File: config.mk
export PLATFORM = sky130hd
export DESIGN_NAME = hqm_sbemst_arb
export DESIGN_NICKNAME = d
export VERILOG_FILES = /design/src/rtl/hqm_sbemst_arb_pkg.sv /design/src/rtl/hqm_sbemst_crdcnt.sv /design/src/rtl/hqm_sbemst_arb.sv
export SDC_FILE = /design/constraint.sdc
export NUM_CORES = 1
export LEC_CHECK = 0
export ABC_AREA = 1
export CAP_MARGIN = 15
export CELL_PAD_IN_SITES_DETAIL_PLACEMENT = 2
export CELL_PAD_IN_SITES_GLOBAL_PLACEMENT = 2
export CORE_MARGIN = 10
export CORE_UTILIZATION = 26
export DETAILED_ROUTE_END_ITERATION = 7
export GPL_TIMING_DRIVEN = 1
export HOLD_SLACK_MARGIN = 0.02
export PLACE_DENSITY = 0.93
export SYNTH_ARGS = -nofsm -noshare
export SYNTH_HDL_FRONTEND = slang
export SYNTH_SLANG_ARGS = --single-unit
File: constraint.sdc
create_clock -name agent_clk -period 3 [get_ports agent_clk]
set_clock_uncertainty 0.1 [all_clocks]
set_input_delay 0.3 -clock agent_clk [delete_from_list [all_inputs] [get_ports agent_clk]]
set_output_delay 0.3 -clock agent_clk [all_outputs]
set_load 0.02 [all_outputs]
File: src/rtl/hqm_sbemst_arb_pkg.sv
// Shared types and constants for the sideband master egress arbiter.
// No logic; types and constants only.
// Not applicable.
package hqm_sbemst_arb_pkg;

  // Arbiter FSM: idle (arbitrating) or owning the egress for one message
  typedef enum logic [1:0] {
    IDLE   = 2'd0,
    PC_MSG = 2'd1,
    NP_MSG = 2'd2
  } arb_state_t;

  // Class encoding, also used for the last_grant flop and mst_np
  localparam logic CLS_PC = 1'b0;
  localparam logic CLS_NP = 1'b1;

  localparam int DEF_INTERNALPLDBIT = 31;
  localparam int DEF_MAXCRD         = 4;

endpackage

File: src/rtl/hqm_sbemst_crdcnt.sv
// Per-class message credit counter: +1 on cup, -1 on consume, sticky overflow.
// Count updates on the clock edge after cup/consume.
// Consume is only issued while nonzero; a cup at MAXCRD without consume is dropped and flagged.
module hqm_sbemst_crdcnt
  import hqm_sbemst_arb_pkg::*;
#(
  parameter int MAXCRD = DEF_MAXCRD,
  localparam int CRDW  = $clog2(MAXCRD+1)
) (
  input  logic            agent_clk,
  input  logic            agent_rst_b,
  input  logic            cup,
  input  logic            consume,
  output logic [CRDW-1:0] count,
  output logic            nonzero,
  output logic            ovf
);

  logic at_max;

  assign at_max  = (count == CRDW'(MAXCRD));
  assign nonzero = (count != '0);

  // Credit count; simultaneous cup and consume cancel out
  always_ff @(posedge agent_clk or negedge agent_rst_b) begin
    if (!agent_rst_b) begin
      count <= '0;
    end else if (cup && !consume) begin
      if (!at_max) count <= count + CRDW'(1);
    end else if (consume && !cup) begin
      count <= count - CRDW'(1);
    end
  end

  // Sticky overflow: fabric returned a credit we have no room for
  always_ff @(posedge agent_clk or negedge agent_rst_b) begin
    if (!agent_rst_b) begin
      ovf <= 1'b0;
    end else if (cup && !consume && at_max) begin
      ovf <= 1'b1;
    end
  end

endmodule

File: src/rtl/hqm_sbemst_arb.sv
// Message-atomic PC/NP egress arbiter with per-class credits and a registered egress flit.
// Grant at n, sel at n+1, first flit on mst_put at n+2; 1 flit/cycle within a message.
// trdy depends only on state, mst_put and mst_ready; egress flit holds while mst_ready is low.
module hqm_sbemst_arb
  import hqm_sbemst_arb_pkg::*;
#(
  parameter int INTERNALPLDBIT = DEF_INTERNALPLDBIT,
  parameter int MAXCRD         = DEF_MAXCRD,
  localparam int CRDW          = $clog2(MAXCRD+1)
) (
  input  logic                    agent_clk,
  input  logic                    agent_rst_b,
  input  logic                    pc_irdy,
  input  logic                    pc_eom,
  input  logic                    pc_parity,
  input  logic [INTERNALPLDBIT:0] pc_payload,
  input  logic                    np_irdy,
  input  logic                    np_eom,
  input  logic                    np_parity,
  input  logic [INTERNALPLDBIT:0] np_payload,
  output logic                    pc_trdy,
  output logic                    np_trdy,
  output logic                    pc_sel,
  output logic                    np_sel,
  output logic                    mst_put,
  output logic                    mst_np,
  output logic                    mst_eom,
  output logic                    mst_parity,
  output logic [INTERNALPLDBIT:0] mst_payload,
  input  logic                    mst_ready,
  input  logic                    pccup,
  input  logic                    npcup,
  output logic                    parity_err,
  output logic                    crd_ovf
);

  arb_state_t state, state_nxt;
  logic       last_grant;
  logic       pc_grant, np_grant;
  logic       elig_pc, elig_np;
  logic       pc_nz, np_nz, pc_ovf, np_ovf;
  logic [CRDW-1:0] pc_crd, np_crd;
  logic       egress_free;
  logic       pc_xfer, np_xfer, xfer;
  logic                    in_eom, in_parity;
  logic [INTERNALPLDBIT:0] in_payload;

  hqm_sbemst_crdcnt #(.MAXCRD(MAXCRD)) u_pc_crd (
    .agent_clk   (agent_clk),
    .agent_rst_b (agent_rst_b),
    .cup         (pccup),
    .consume     (pc_grant),
    .count       (pc_crd),
    .nonzero     (pc_nz),
    .ovf         (pc_ovf)
  );

  hqm_sbemst_crdcnt #(.MAXCRD(MAXCRD)) u_np_crd (
    .agent_clk   (agent_clk),
    .agent_rst_b (agent_rst_b),
    .cup         (npcup),
    .consume     (np_grant),
    .count       (np_crd),
    .nonzero     (np_nz),
    .ovf         (np_ovf)
  );

  assign crd_ovf = pc_ovf | np_ovf;

  // sel comes straight from the state flop so it is one cycle after the grant
  assign pc_sel      = (state == PC_MSG);
  assign np_sel      = (state == NP_MSG);
  assign egress_free = !mst_put || mst_ready;
  assign pc_trdy     = pc_sel && egress_free;
  assign np_trdy     = np_sel && egress_free;
  assign pc_xfer     = pc_irdy && pc_trdy;
  assign np_xfer     = np_irdy && np_trdy;
  assign xfer        = pc_xfer || np_xfer;

  assign elig_pc = pc_irdy && pc_nz;
  assign elig_np = np_irdy && np_nz;

  // Owning class drives the egress register input
  assign in_eom     = np_sel ? np_eom     : pc_eom;
  assign in_parity  = np_sel ? np_parity  : pc_parity;
  assign in_payload = np_sel ? np_payload : pc_payload;

  // Next-state and grant: arbitrate only in IDLE, release ownership on the eom flit
  always_comb begin
    state_nxt = state;
    pc_grant  = 1'b0;
    np_grant  = 1'b0;
    case (state)
      IDLE: begin
        if (elig_pc && (!elig_np || (last_grant == CLS_NP))) begin
          pc_grant  = 1'b1;
          state_nxt = PC_MSG;
        end else if (elig_np) begin
          np_grant  = 1'b1;
          state_nxt = NP_MSG;
        end
      end
      PC_MSG: if (pc_xfer && pc_eom) state_nxt = IDLE;
      NP_MSG: if (np_xfer && np_eom) state_nxt = IDLE;
      default: state_nxt = IDLE;
    endcase
  end

  // State register
  always_ff @(posedge agent_clk or negedge agent_rst_b) begin
    if (!agent_rst_b) state <= IDLE;
    else              state <= state_nxt;
  end

  // Round-robin memory; reset to NP so PC wins the first tie
  always_ff @(posedge agent_clk or negedge agent_rst_b) begin
    if (!agent_rst_b)  last_grant <= CLS_NP;
    else if (pc_grant) last_grant <= CLS_PC;
    else if (np_grant) last_grant <= CLS_NP;
  end

  // Egress register: load on transfer, drop valid once the fabric takes it
  always_ff @(posedge agent_clk or negedge agent_rst_b) begin
    if (!agent_rst_b) begin
      mst_put     <= 1'b0;
      mst_np      <= CLS_PC;
      mst_eom     <= 1'b0;
      mst_parity  <= 1'b0;
      mst_payload <= '0;
    end else if (xfer) begin
      mst_put     <= 1'b1;
      mst_np      <= np_xfer ? CLS_NP : CLS_PC;
      mst_eom     <= in_eom;
      mst_parity  <= in_parity;
      mst_payload <= in_payload;
    end else if (mst_ready) begin
      mst_put     <= 1'b0;
    end
  end

  // Sticky parity error on any accepted flit; the flit itself is forwarded as-is
  always_ff @(posedge agent_clk or negedge agent_rst_b) begin
    if (!agent_rst_b) begin
      parity_err <= 1'b0;
    end else if (xfer && (^{in_payload, in_eom, in_parity})) begin
      parity_err <= 1'b1;
    end
  end

endmodule

Word-level counts from Yosys, hierarchy flattened
Cells that the tools add are included.

operators by class
  add/subtract/negate cells = 4
  eq/ne operators = 9
  reductions and logical operators = 36
  bitwise gates (word level) = 1
  muxes and demuxes = 24

operator list
  operator               number
  $reduce_xor A34 Y1     1
  $mux W32               1
  $mux W3                6
  $logic_and A1 B1 Y1    16
  $mux W1                12
  $mux W2                4
  $reduce_bool A2 Y1     4
  $add A3 B1 Y3 const B  2
  $eq A3 B3 Y1 const B   2
  $logic_not A1 Y1       6
  $pmux W2 S3            1
  $reduce_bool A3 Y1     2
  $sub A3 B1 Y3 const B  2
  $ne A2 B1 Y1 const B   2
  $ne A2 B2 Y1 const B   2
  $reduce_and A2 Y1      2
  $logic_or A1 B1 Y1     3
  $ne A3 B3 Y1 const B   1
  $reduce_and A3 Y1      1
  $eq A2 B1 Y1 const B   1
  $eq A2 B2 Y1 const B   1
  $logic_not A2 Y1       1
  $or A1 B1 Y1           1

storage, ports and cells
  input bits = 75
  output and inout port bits = 42
  word-level logic and storage cells = 86
  register bits after elaboration = 48

Logic depth before layout (Yosys ltp)
Gate-level depths: netlist of run 1.

  depth in word-level cells = 11
  mapped depth = 19
  depth with buffers taken out = 18

By module
From an unflattened synthesis of run 1, not the netlist that was laid out.

unflattened totals
  cells, all modules = 625
  area, all modules = 3,724.8 sq um

modules (own cells, without submodules)
  module             area each (sq um)  times used  cells each  sequential area each (sq um)
  hqm_sbemst_arb     3,211.8            1           559         1,002.2
  hqm_sbemst_crdcnt  256.5              2           33          100.1

Least setup slack after synthesis of run 1
No wires, ideal clock.

  kind = reg2reg
  from = register state[0]
  to = register mst_payload[16]
  arrival = 1.821 ns
  required time = 2.770 ns
  stages on the path, launching flop included = 12
  path buffers = 3
  period minus slack after synthesis = 2.052 ns
  slack = 0.948 ns
  library setup time = 0.130 ns
  cell sequence = dfrtp_1 > inv_2 > nand2_4 > buf_2 > nor2_1 > nand2_1 > nand2_2 > inv_1 > buf_6 > buf_2 > nand2_1 > o21ai_0

between the ends
  cells in the longest elaborated chain, start to end = 4
  elaborated cells between the ends (all ways) = 8
  classes of those cells = 2 x eq/ne; 1 x mux; 5 x reduce/logical

RTL lines
  element                 line                   RTL
  from (decl)             hqm_sbemst_arb.sv:37   arb_state_t state, state_nxt;
  from (signal assigned)  hqm_sbemst_arb.sv:112  else state <= state_nxt;
  $eq A2 B2 Y1            hqm_sbemst_arb.sv:72   assign np_sel = (state == NP_MSG);
  $logic_and A1 B1 Y1     hqm_sbemst_arb.sv:75   assign np_trdy = np_sel && egress_free;
  net np_trdy             hqm_sbemst_arb.sv:22   output logic np_trdy,
  $logic_and A1 B1 Y1     hqm_sbemst_arb.sv:77   assign np_xfer = np_irdy && np_trdy;
  $logic_or A1 B1 Y1      hqm_sbemst_arb.sv:78   assign xfer = pc_xfer || np_xfer;
  to (signal assigned)    hqm_sbemst_arb.sv:135  mst_payload <= in_payload;
  to (decl)               hqm_sbemst_arb.sv:29   output logic [INTERNALPLDBIT:0] mst_payload,

The timed path passes the listed nets, and every way through them passes these cells.
A chain may end at the register's enable or synchronous reset.

Worst setup path after layout of run 1
  from = register state[0]
  to = output port np_trdy

between the ends
  cells in the longest elaborated chain, start to end = 2

RTL lines
  element              line
  $eq A2 B2 Y1         hqm_sbemst_arb.sv:72
  $logic_and A1 B1 Y1  hqm_sbemst_arb.sv:75
  to (decl)            hqm_sbemst_arb.sv:22

No other way between the ends.

==> results of run 1 <==
critical path, delay by kind of cell, from the launching register on:
kind	cells	cell delay (ns)
buf+inv	3	1.18
flops	1	0.43
simple gates	2	0.37
registers in the layout, indices dropped and copies added, names as in the netlist:
name and cells:
u_np_crd.ovf 1, state 2, last_grant 1, mst_payload 32
mst_put 1, u_pc_crd.ovf 1, mst_eom 1, parity_err 1
u_pc_crd.count 3, u_np_crd.count 3, mst_np 1, mst_parity 1
worst paths after layout:
kind | from | end | slack, ns | cells after the start
worst max-delay path | state[0] | np_trdy | 0.29 | 5
worst min-delay path | u_pc_crd.ovf | u_pc_crd.ovf | 0.36 | 2
worst max register to register | state[0] | parity_err | 0.34 | 17
worst min register to register | u_pc_crd.ovf | u_pc_crd.ovf | 0.36 | 2
max in group asynchronous | agent_rst_b | mst_payload[1] | 1.55 | 3
min in group asynchronous | agent_rst_b | mst_payload[21] | 0.45 | 2
cell type report:
class                   count  area, sq um  share of cell area, %
inverters                  74          278                   5.35
clock buffers               5          125                   2.41
repair buffers            124         1240                   24.0
well taps                 180          225                   4.34
flip-flops and latches     48         1200                   23.2
clock inverters             3         47.5                  0.916
multi-input cells         474         2070                   39.9
cell usage after synthesis (2+ instances only):
master,count
nand3_1,40
o21ai_1,21
inv_2,7
o21ai_0,25
nor3_1,2
dfrtp_1,47
buf_4,4
nand2_1,337
mux2_2,2
buf_2,9
nand3b_1,7
a31oi_1,2
nand2_2,6
buf_6,10
xor2_1,5
nor2_1,15
inv_1,67
or2_2,2
fa_1,2
layer usage:
metal / GRT usage, % / vias up / routed length (um)
met1: 17.5 / 2159 / 6700
li1: - / 2102 / -
met3: 4.32 / 18 / 846
met4: 4.57 / 2 / 253
met2: 29.7 / 92 / 8430
met5: 0 / - / 12
per-stage QoR:
step	hold slack [ns]	util (%)	setup slack, ns	cells
2_1_floorplan	-0.0956	-	0.948	620
4_1_cts	0.369	37.0	0.214	908
3_3_place_gp	0.242	35.7	0.538	899
3_5_place_dp	0.255	35.7	0.329	899
6_report	0.363	37.1	0.291	908
5_1_grt	0.392	37.1	0.0511	908
logic make-up after synthesis:
family | Yosys count
simple gates | 414
buf+inv | 98
compound gates | 50
flops | 48
xor+xnor | 5
mux | 3
fa+ha+maj | 2
power breakdown:
group          internal [uW]  total (uW)  switching [uW]  leakage [uW]
Sequential               965        1190             225      0.000571
Combinational           1310        3620            2310       0.00216
Clock                    397         690             293     0.0000840
Total                   2680        5500            2830       0.00282
repair_timing:
item                                    4_1_cts  5_1_grt
endpoints found under the setup margin        0        1
hold endpoints to repair                     23        0
gates resized for setup                       0        1
hold buffers                                  1        0
==> impl_results.md, run 1 <==
- Worst endpoint required time: 2.60 ns
- Synth area leader: nand2_1
- Critical path type: flop to output pin
- Unrepaired setup endpoints after global routing: false
- Overflow after GRT: 0
- Post-Synth XOR/XNOR Area: 1.17%
- Most frequent cells in the layout: 337 x nand2_1, 115 x clkdlybuf4s50_1, 66 x inv_1
- CP max stage delay: 0.65 ns
- Layout cells sized above 1: 5.36%
- Placer congestion estimate: 0.796
- Slowest cell on crit path: clkdlybuf4s50_1
- Row Count: 43
- Final Net Count: 804
- Worst-path fanout max: 44
- Crit path DAT: 2.31 ns
- Syn nets: 697
- Synth top area cells: nand2_1 34%, dfrtp_1 32%, inv_1 6.7%, nand3_1 5.4%, o21ai_0 3.4%
- Final Hold Fails: 0
- Post-synthesis cell area: 0.00373 sq mm
- Cell area after placement: 0.00500 sq mm
- Chip height: 140 um
- Register area share after synthesis: 32.2%
- Mean Syn Cell Area: 6.02 sq um
- Chip width: 140 um
- Final min period: 2.71 ns
- EDFF count, synth: 0
- Main combinational cell family by area after synthesis: simple AND/OR/NAND/NOR gates
- Largest net degree at the start of global routing: 49
- Antenna Nets Post-Route: 0
- Post-synth ARST share: 100%
- Status: completed
- Synth unique cells: 29
- Root Buffer: clkbuf_16
- Final-report setup violation count: 0
- CORE AREA: 0.0140 sq mm
- Io pins: 117
- Global-route usage over all layers: 16.1%
- Mux cell area share after synthesis: 0.872%
- Area Growth Syn to Fin: 39.1%
- Total power: 5500 uW
- Max cap viols: 0
- Layout fillers: 1737
- FF+latch count, synth: 48
- Compound-cell area share of the yosys netlist: 6.94%
- Synth top area share: 33.9%
- Hold WC Path Type: flop to flop
- Actual slew at the worst max-slew pin: 0.635 ns
- Die area: 0.0195 sq mm
- Post-CTS Setup Inserts: 0
- Antenna violations before repair: 1
- Num CTS Buffers: 5
- DRT Wirelength: 16.2 mm
- PortBufs: 116
- Worst path cell trace: inv_2 -> nand2_8 -> buf_12 -> nor2_1 -> clkdlybuf4s50_1
- Clock sinks: 48
- Relative slew slack: 57.7%
- Clk Latency, worst-skew pair: 0.31 ns
- WL/cell: 17.9 um
- First-pass GRT wire length: 26.0 mm
- Yosys warns: 0
- Critical path startpoint category: flop
- Post-synth top flop: dfrtp_1
- DRT Pass-1 Iters: 4
- CP endpoint kind: output pin
- Starting Density: 26.7%
- Fmax achieved: 369 MHz
- PD cells: 1060 mW/mm^2
- Commonest non-fill, non-tap cell in the layout: nand2_1
- # H-tree levels: 2
- Detailed-route via count: 4373
- CTS tree: yes
- Antenna Cells: 0
- Adder-Cell Fraction of Synth Area: 1.07%
- Peak supply drop: 377 uV
- Clk buf depth: 2
- Detail Placement HPWL: 12.8 mm
- Detailed-route DRC error count: 0
- Vias in the first global route: 5078
- Post-Synthesis Cells: 620
- Clock Pin Slew Worst Setup and Hold Paths: 0.07 ns
- 1st-iter DRT viols: 154
- Max Slew Vio Count: 0
- Synth Area in Simple Gates: 45.2%
- Leakage: 0.00282 uW
- Final Cell Area: 0.00519 sq mm
- Via/cell ratio: 4.82
- Setup TNS: 0 ns
- Final critical-path share of the clock period: 90.3%
No activity file was read; power rests on OpenSTA's default activity.
==> run 2, diff against run 1 <==
--- a/config.mk
+++ b/config.mk
@@ -15,6 +15,7 @@
 export GPL_TIMING_DRIVEN = 1
 export HOLD_SLACK_MARGIN = 0.02
 export PLACE_DENSITY = 0.93
+export REMOVE_ABC_BUFFERS = 1
 export SYNTH_ARGS = -nofsm -noshare
 export SYNTH_HDL_FRONTEND = slang
 export SYNTH_SLANG_ARGS = --single-unit
==> run 2 against run 1 <==
Effect of this change:
- cell count is the same
- setup slack gained 0.11 ns
- register-to-register slack gained 0.06 ns
- clock power grew 21%
- utilization grew 0.33 points
- combinational power shrank 2%
- die area is the same
- cell area grew 0.89%
- routed wire length shrank 7.0%
- clock-buffer cell count is the same
- via count shrank 2.6%
- critical path type is now flop to flop
- critical endpoint is now parity_err
- highest routed layer is now met4
==> impl_results.md, run 2 (synthesized netlist as in run 1, its figures left out) <==
- # H-tree levels: 2
- Biggest regs: mst_payload: 32 flops, u_np_crd.count: 3 flops, u_pc_crd.count: 3 flops
- CP endpoint kind: flop
- Fmax achieved: 385 MHz
- Total power: 5580 uW
- Worst endpoint required time: 3.09 ns
- PD cells: 1060 mW/mm^2
- Final Cell Area: 0.00524 sq mm
- Via/cell ratio: 4.69
- Final hold slack: 0.367 ns
- Reg with most FFs: mst_payload
- Starting Density: 26.7%
- Antenna Cells: 0
- Area Growth Syn to Fin: 40.3%
- Critical path type: flop to flop
- Leakage: 0.00284 uW
- Final-report setup violation count: 0
- Hold WC Path Type: flop to flop
- DRT Wirelength: 15.1 mm
- Largest register FFs: 32
- Relative slew slack: 68.8%
- Largest net degree at the start of global routing: 48
- Commonest non-fill, non-tap cell in the layout: nand2_1
- Actual slew at the worst max-slew pin: 0.467 ns
- First-pass GRT wire length: 24.9 mm
- Antenna violations before repair: 0
- CTS Hold Bufs: 1
- Dpl cells: 899
- Most frequent cells in the layout: 337 x nand2_1, 115 x clkdlybuf4s50_1, 66 x inv_1
- Io pins: 117
- Worst R2R Start: state[0]
- Root Buffer: clkbuf_16
- Placer congestion estimate: 0.818
- Row Count: 43
- Max cap viols: 0
- Vias in the first global route: 4816
- Overflow after GRT: 0
- PortBufs: 116
- Final Net Count: 804
- Peak supply drop: 330 uV
- Final min period: 2.60 ns
- Non-filler cells, final: 908
- Layout cells sized above 1: 5.36%
- Die area: 0.0195 sq mm
- Global-route usage over all layers: 15.1%
- Max Slew Vio Count: 0
- Detailed-route via count: 4258
- Cell area after placement: 0.00501 sq mm
- Final Hold Fails: 0
- 1st-iter DRT viols: 152
- Clk buf depth: 2
- Worst-path fanout max: 47
- Clk Latency, worst-skew pair: 0.30 ns
- DRT Pass-1 Iters: 4
- Clock sinks: 48
- Crit path DAT: 2.69 ns
- Unrepaired setup endpoints after global routing: false
- Chip width: 140 um
- CP startpoint: state[0]
- HP Start: u_np_crd.ovf
- WL/cell: 16.6 um
- Antenna Nets Post-Route: 0
- Num CTS Buffers: 5
- CTS resizes: 0
- Status: completed
- CORE AREA: 0.0140 sq mm
- Critical path startpoint category: flop
- Post-CTS Setup Inserts: 0
- Clock Pin Slew Worst Setup and Hold Paths: 0.07 ns
- Detail Placement HPWL: 12.0 mm
- Setup TNS: 0 ns
- CTS tree: yes
- Detailed-route DRC error count: 0
- Final critical-path share of the clock period: 86.6%
- Chip height: 140 um
==> run 2: final timing paths <==
path | endpoint | slack (ns) | depth (start not counted)
min reg2reg | u_np_crd.ovf | 0.37 | 2
max reg2reg | parity_err | 0.40 | 18
min in group asynchronous | u_np_crd.count[2] | 0.38 | 2
max in group asynchronous | last_grant | 1.58 | 3
min | u_np_crd.ovf | 0.37 | 2
max | parity_err | 0.40 | 18
==> run 2: layout make-up <==
cell class / instances / area [sq um]
clock buffer: 5 / 125
clock inverter: 3 / 90.1
fill: 1695 / 8750
inverter: 74 / 278
multi-input combinational: 474 / 2060
sequential: 48 / 1200
tap: 180 / 225
timing repair buffer: 124 / 1260
==> run 2: through the flow <==
step	worst slack (ns)	utilization (%)
global route	0.137	37.4
finish	0.402	37.4
floorplan	-0.266	-
CTS	0.367	37.4
detailed placement	0.382	35.8
global placement	0.548	35.8
==> run 2: critical path, cell delays in order (launching register included) <==
cell	delay, ns
dfrtp_1	0.45
inv_2	0.08
nand2_4	0.26
buf_12	0.27
nand2_1	0.09
o21ai_1	0.16
nand2_1	0.11
nand2_1	0.11
nand2_1	0.07
nand2_1	0.06
nand2_1	0.06
nand2_2	0.12
inv_2	0.06
nor2_1	0.11
nor2_1	0.06
nand2_1	0.06
nand3_1	0.08
nand3_1	0.07
nand2_1	0.05
==> run 2: power breakdown <==
part           switching [uW]  internal [uW]  total (uW)
registers                 234            964        1200
logic                    2220           1320        3540
clock network             274            563         837
==> run 2: layer usage <==
metal,routed length (um),part of all wire [%],vias to the layer above,GRT usage [%]
met2,7650,51,96,27.6
li1,-,-,2096,-
met5,0,0,-,0
met3,675,4.5,10,3.27
met1,6610,44,2056,17.7
met4,156,1.0,0,2.93
==> run 3, diff against run 2 <==
--- a/config.mk
+++ b/config.mk
@@ -7,14 +7,13 @@
 export LEC_CHECK = 0
 export ABC_AREA = 1
 export CAP_MARGIN = 15
-export CELL_PAD_IN_SITES_DETAIL_PLACEMENT = 2
-export CELL_PAD_IN_SITES_GLOBAL_PLACEMENT = 2
+export CELL_PAD_IN_SITES_DETAIL_PLACEMENT = 1
+export CELL_PAD_IN_SITES_GLOBAL_PLACEMENT = 1
 export CORE_MARGIN = 10
-export CORE_UTILIZATION = 26
+export CORE_UTILIZATION = 34
 export DETAILED_ROUTE_END_ITERATION = 7
-export GPL_TIMING_DRIVEN = 1
 export HOLD_SLACK_MARGIN = 0.02
-export PLACE_DENSITY = 0.93
+export PLACE_DENSITY = 0.91
 export REMOVE_ABC_BUFFERS = 1
 export SYNTH_ARGS = -nofsm -noshare
 export SYNTH_HDL_FRONTEND = slang
==> run 3 against run 2 <==
Effect of this change:
- utilization increased by 9.7 points
- critical endpoint unchanged
- cell area decreased by 2.9%
- critical path depth unchanged
- sequential power about the same
- maximum frequency increased by 1.9%
- first-iteration DRC count increased by 34%
==> impl_results.md, run 3 (synthesized netlist as in run 1, its figures left out) <==
- Met2 WL: 6.70 mm
- Worst endpoint required time: 3.12 ns
- Global-route usage over all layers: 16.4%
- CTS resizes: 0
- Pre-CTS setup slack: 0.444 ns
- CP endpoint kind: flop
- Final Hold Fails: 0
- Setup TNS: 0 ns
- Max cap viols: 0
- CTS tree: yes
- Fmax achieved: 392 MHz
- Worst R2R Start: state[1]
- Status: completed
- Actual slew at the worst max-slew pin: 0.599 ns
- Leakage: 0.00279 uW
- Placer congestion estimate: 0.825
- Clk Latency, worst-skew pair: 0.32 ns
- Switching share of power: 50.5%
- Layout cells sized above 1: 5.36%
- # H-tree levels: 2
- HP Start: u_np_crd.ovf
- Cell area after placement: 0.00494 sq mm
- Crit path DAT: 2.66 ns
- Antenna Nets Post-Route: 0
- Met3 Wirelength: 509 um
- Antenna Cells: 0
- Reg2reg setup slack: 0.45 ns
- Root Buffer: clkbuf_8
- DR top layer: met4
- Hold WC Path Type: flop to flop
- Part of the power in registers: 23.4%
- Peak supply drop: 432 uV
- Final-report setup violation count: 0
- Detailed-route via count: 4193
- Clock sinks: 48
- Most frequent cells in the layout: 337 x nand2_1, 115 x clkdlybuf4s50_1, 66 x inv_1
- Critical path type: flop to flop
- DRT Wirelength: 12.9 mm
- Io pins: 117
- Chip width: 125 um
- Num CTS Buffers: 5
- Starting Density: 34.6%
- Reg with most FFs: mst_payload
- Commonest non-fill, non-tap cell in the layout: nand2_1
- WL/cell: 14.9 um
- DRT Pass-1 Iters: 4
- Final core occ: 47.1%
- Critical path startpoint category: flop
- PortBufs: 116
- Worst reg-to-reg path cell count: 18
- PD cells: 1000 mW/mm^2
- Clock Power Share: 9.7%
- Vias in the first global route: 4606
- CP endpoint: parity_err
- Wire length on met1: 5.57 mm
- Relative slew slack: 60.1%
- Max Slew Vio Count: 0
- Clk buf depth: 2
- Antenna violations before repair: 0
- Sw power: 2570 uW
- Detailed-route DRC error count: 0
- Die area: 0.0156 sq mm
- Largest net degree at the start of global routing: 49
- CP startpoint: state[1]
- Cell Int Power: 2520 uW
- CORE AREA: 0.0108 sq mm
- Layout fillers: 1461
- Area Growth Syn to Fin: 36.2%
- Final hold slack: 0.357 ns
- Detail Placement HPWL: 10.3 mm
- Combinational power share: 66.9%
- Final Net Count: 804
- Via/cell ratio: 4.83
- First-pass GRT wire length: 21.9 mm
- Worst r2r dst: parity_err
- Final critical-path share of the clock period: 85.0%
- Clock Pin Slew Worst Setup and Hold Paths: 0.10 ns
- Worst-path fanout max: 40
- Chip height: 125 um
- 1st-iter DRT viols: 203
- Unrepaired setup endpoints after global routing: false
- Row Count: 38
- Largest register FFs: 32
- Final min period: 2.55 ns
- Overflow after GRT: 0
- Final Worst Setup Slack: 0.450 ns
- Final Cell Area: 0.00508 sq mm
- Biggest regs: mst_payload: 32 flops, u_np_crd.count: 3 flops, u_pc_crd.count: 3 flops
[run 3: metrics by stage]
step | cells | total power, uW
6_report | 868 | 5090
5_1_grt | 868 | 5630
4_1_cts | 866 | 5160
3_5_place_dp | 858 | 4640
3_3_place_gp | 858 | 4440
2_1_floorplan | 596 | 3280
[run 3: how the worst min path moves through the flow]
stage | cells after the start | slack (ns) | endpoint
2_1_floorplan | 0 | -0.1 | mst_eom
5_1_grt | 2 | 0.39 | u_np_crd.ovf
3_3_place_gp | 2 | 0.34 | u_pc_crd.ovf
4_1_cts | 1 | 0.14 | u_pc_crd.count[0]
3_5_place_dp | 2 | 0.34 | u_np_crd.ovf
6_report | 2 | 0.36 | u_np_crd.ovf
[run 3: per-layer routing]
metal  vias up  GRT usage [%]
li1       2097              -
met1      1984           18.4
met2        96           31.1
met3        16           3.02
met4         0           3.91
met5         -              0
[run 3: worst max-delay path: stages, from the launching register on]
cell and delay (ns):
dfrtp_1 0.61, nand2_4 0.30, buf_12 0.27, nand2_1 0.08, nand2_1 0.07, nand2_1 0.08, nand2_1 0.07, nand2_1 0.09
inv_1 0.05, nor2_1 0.08, nand2_1 0.07, nand2_2 0.11, nand2_1 0.09, inv_1 0.07, nor2_1 0.04, nand2_1 0.05
nand3_1 0.06, nand3_1 0.08, nand2_1 0.05
[run 3: timing repair]
item	CTS	global route
endpoints found under the hold margin	0	24
hold buffers	0	1
setup buffers	0	0
[run 3: cell type report]
type / instances / area, sq um / area share, %
clock buffers: 5 / 68.8 / 1.35
clock inverters: 3 / 42.5 / 0.837
inverters: 74 / 278 / 5.46
multi-input cells: 474 / 2060 / 40.5
flip-flops and latches: 48 / 1200 / 23.7
well taps: 140 / 175 / 3.45
repair buffers: 124 / 1260 / 24.7
[run 3: power by group through the flow]
stage	clock network, uW	logic, uW	registers (uW)
2_1_floorplan	0	1790	1490
3_3_place_gp	0	3260	1180
3_5_place_dp	0	3440	1200
4_1_cts	514	3450	1190
5_1_grt	534	3860	1230
6_report	495	3400	1190
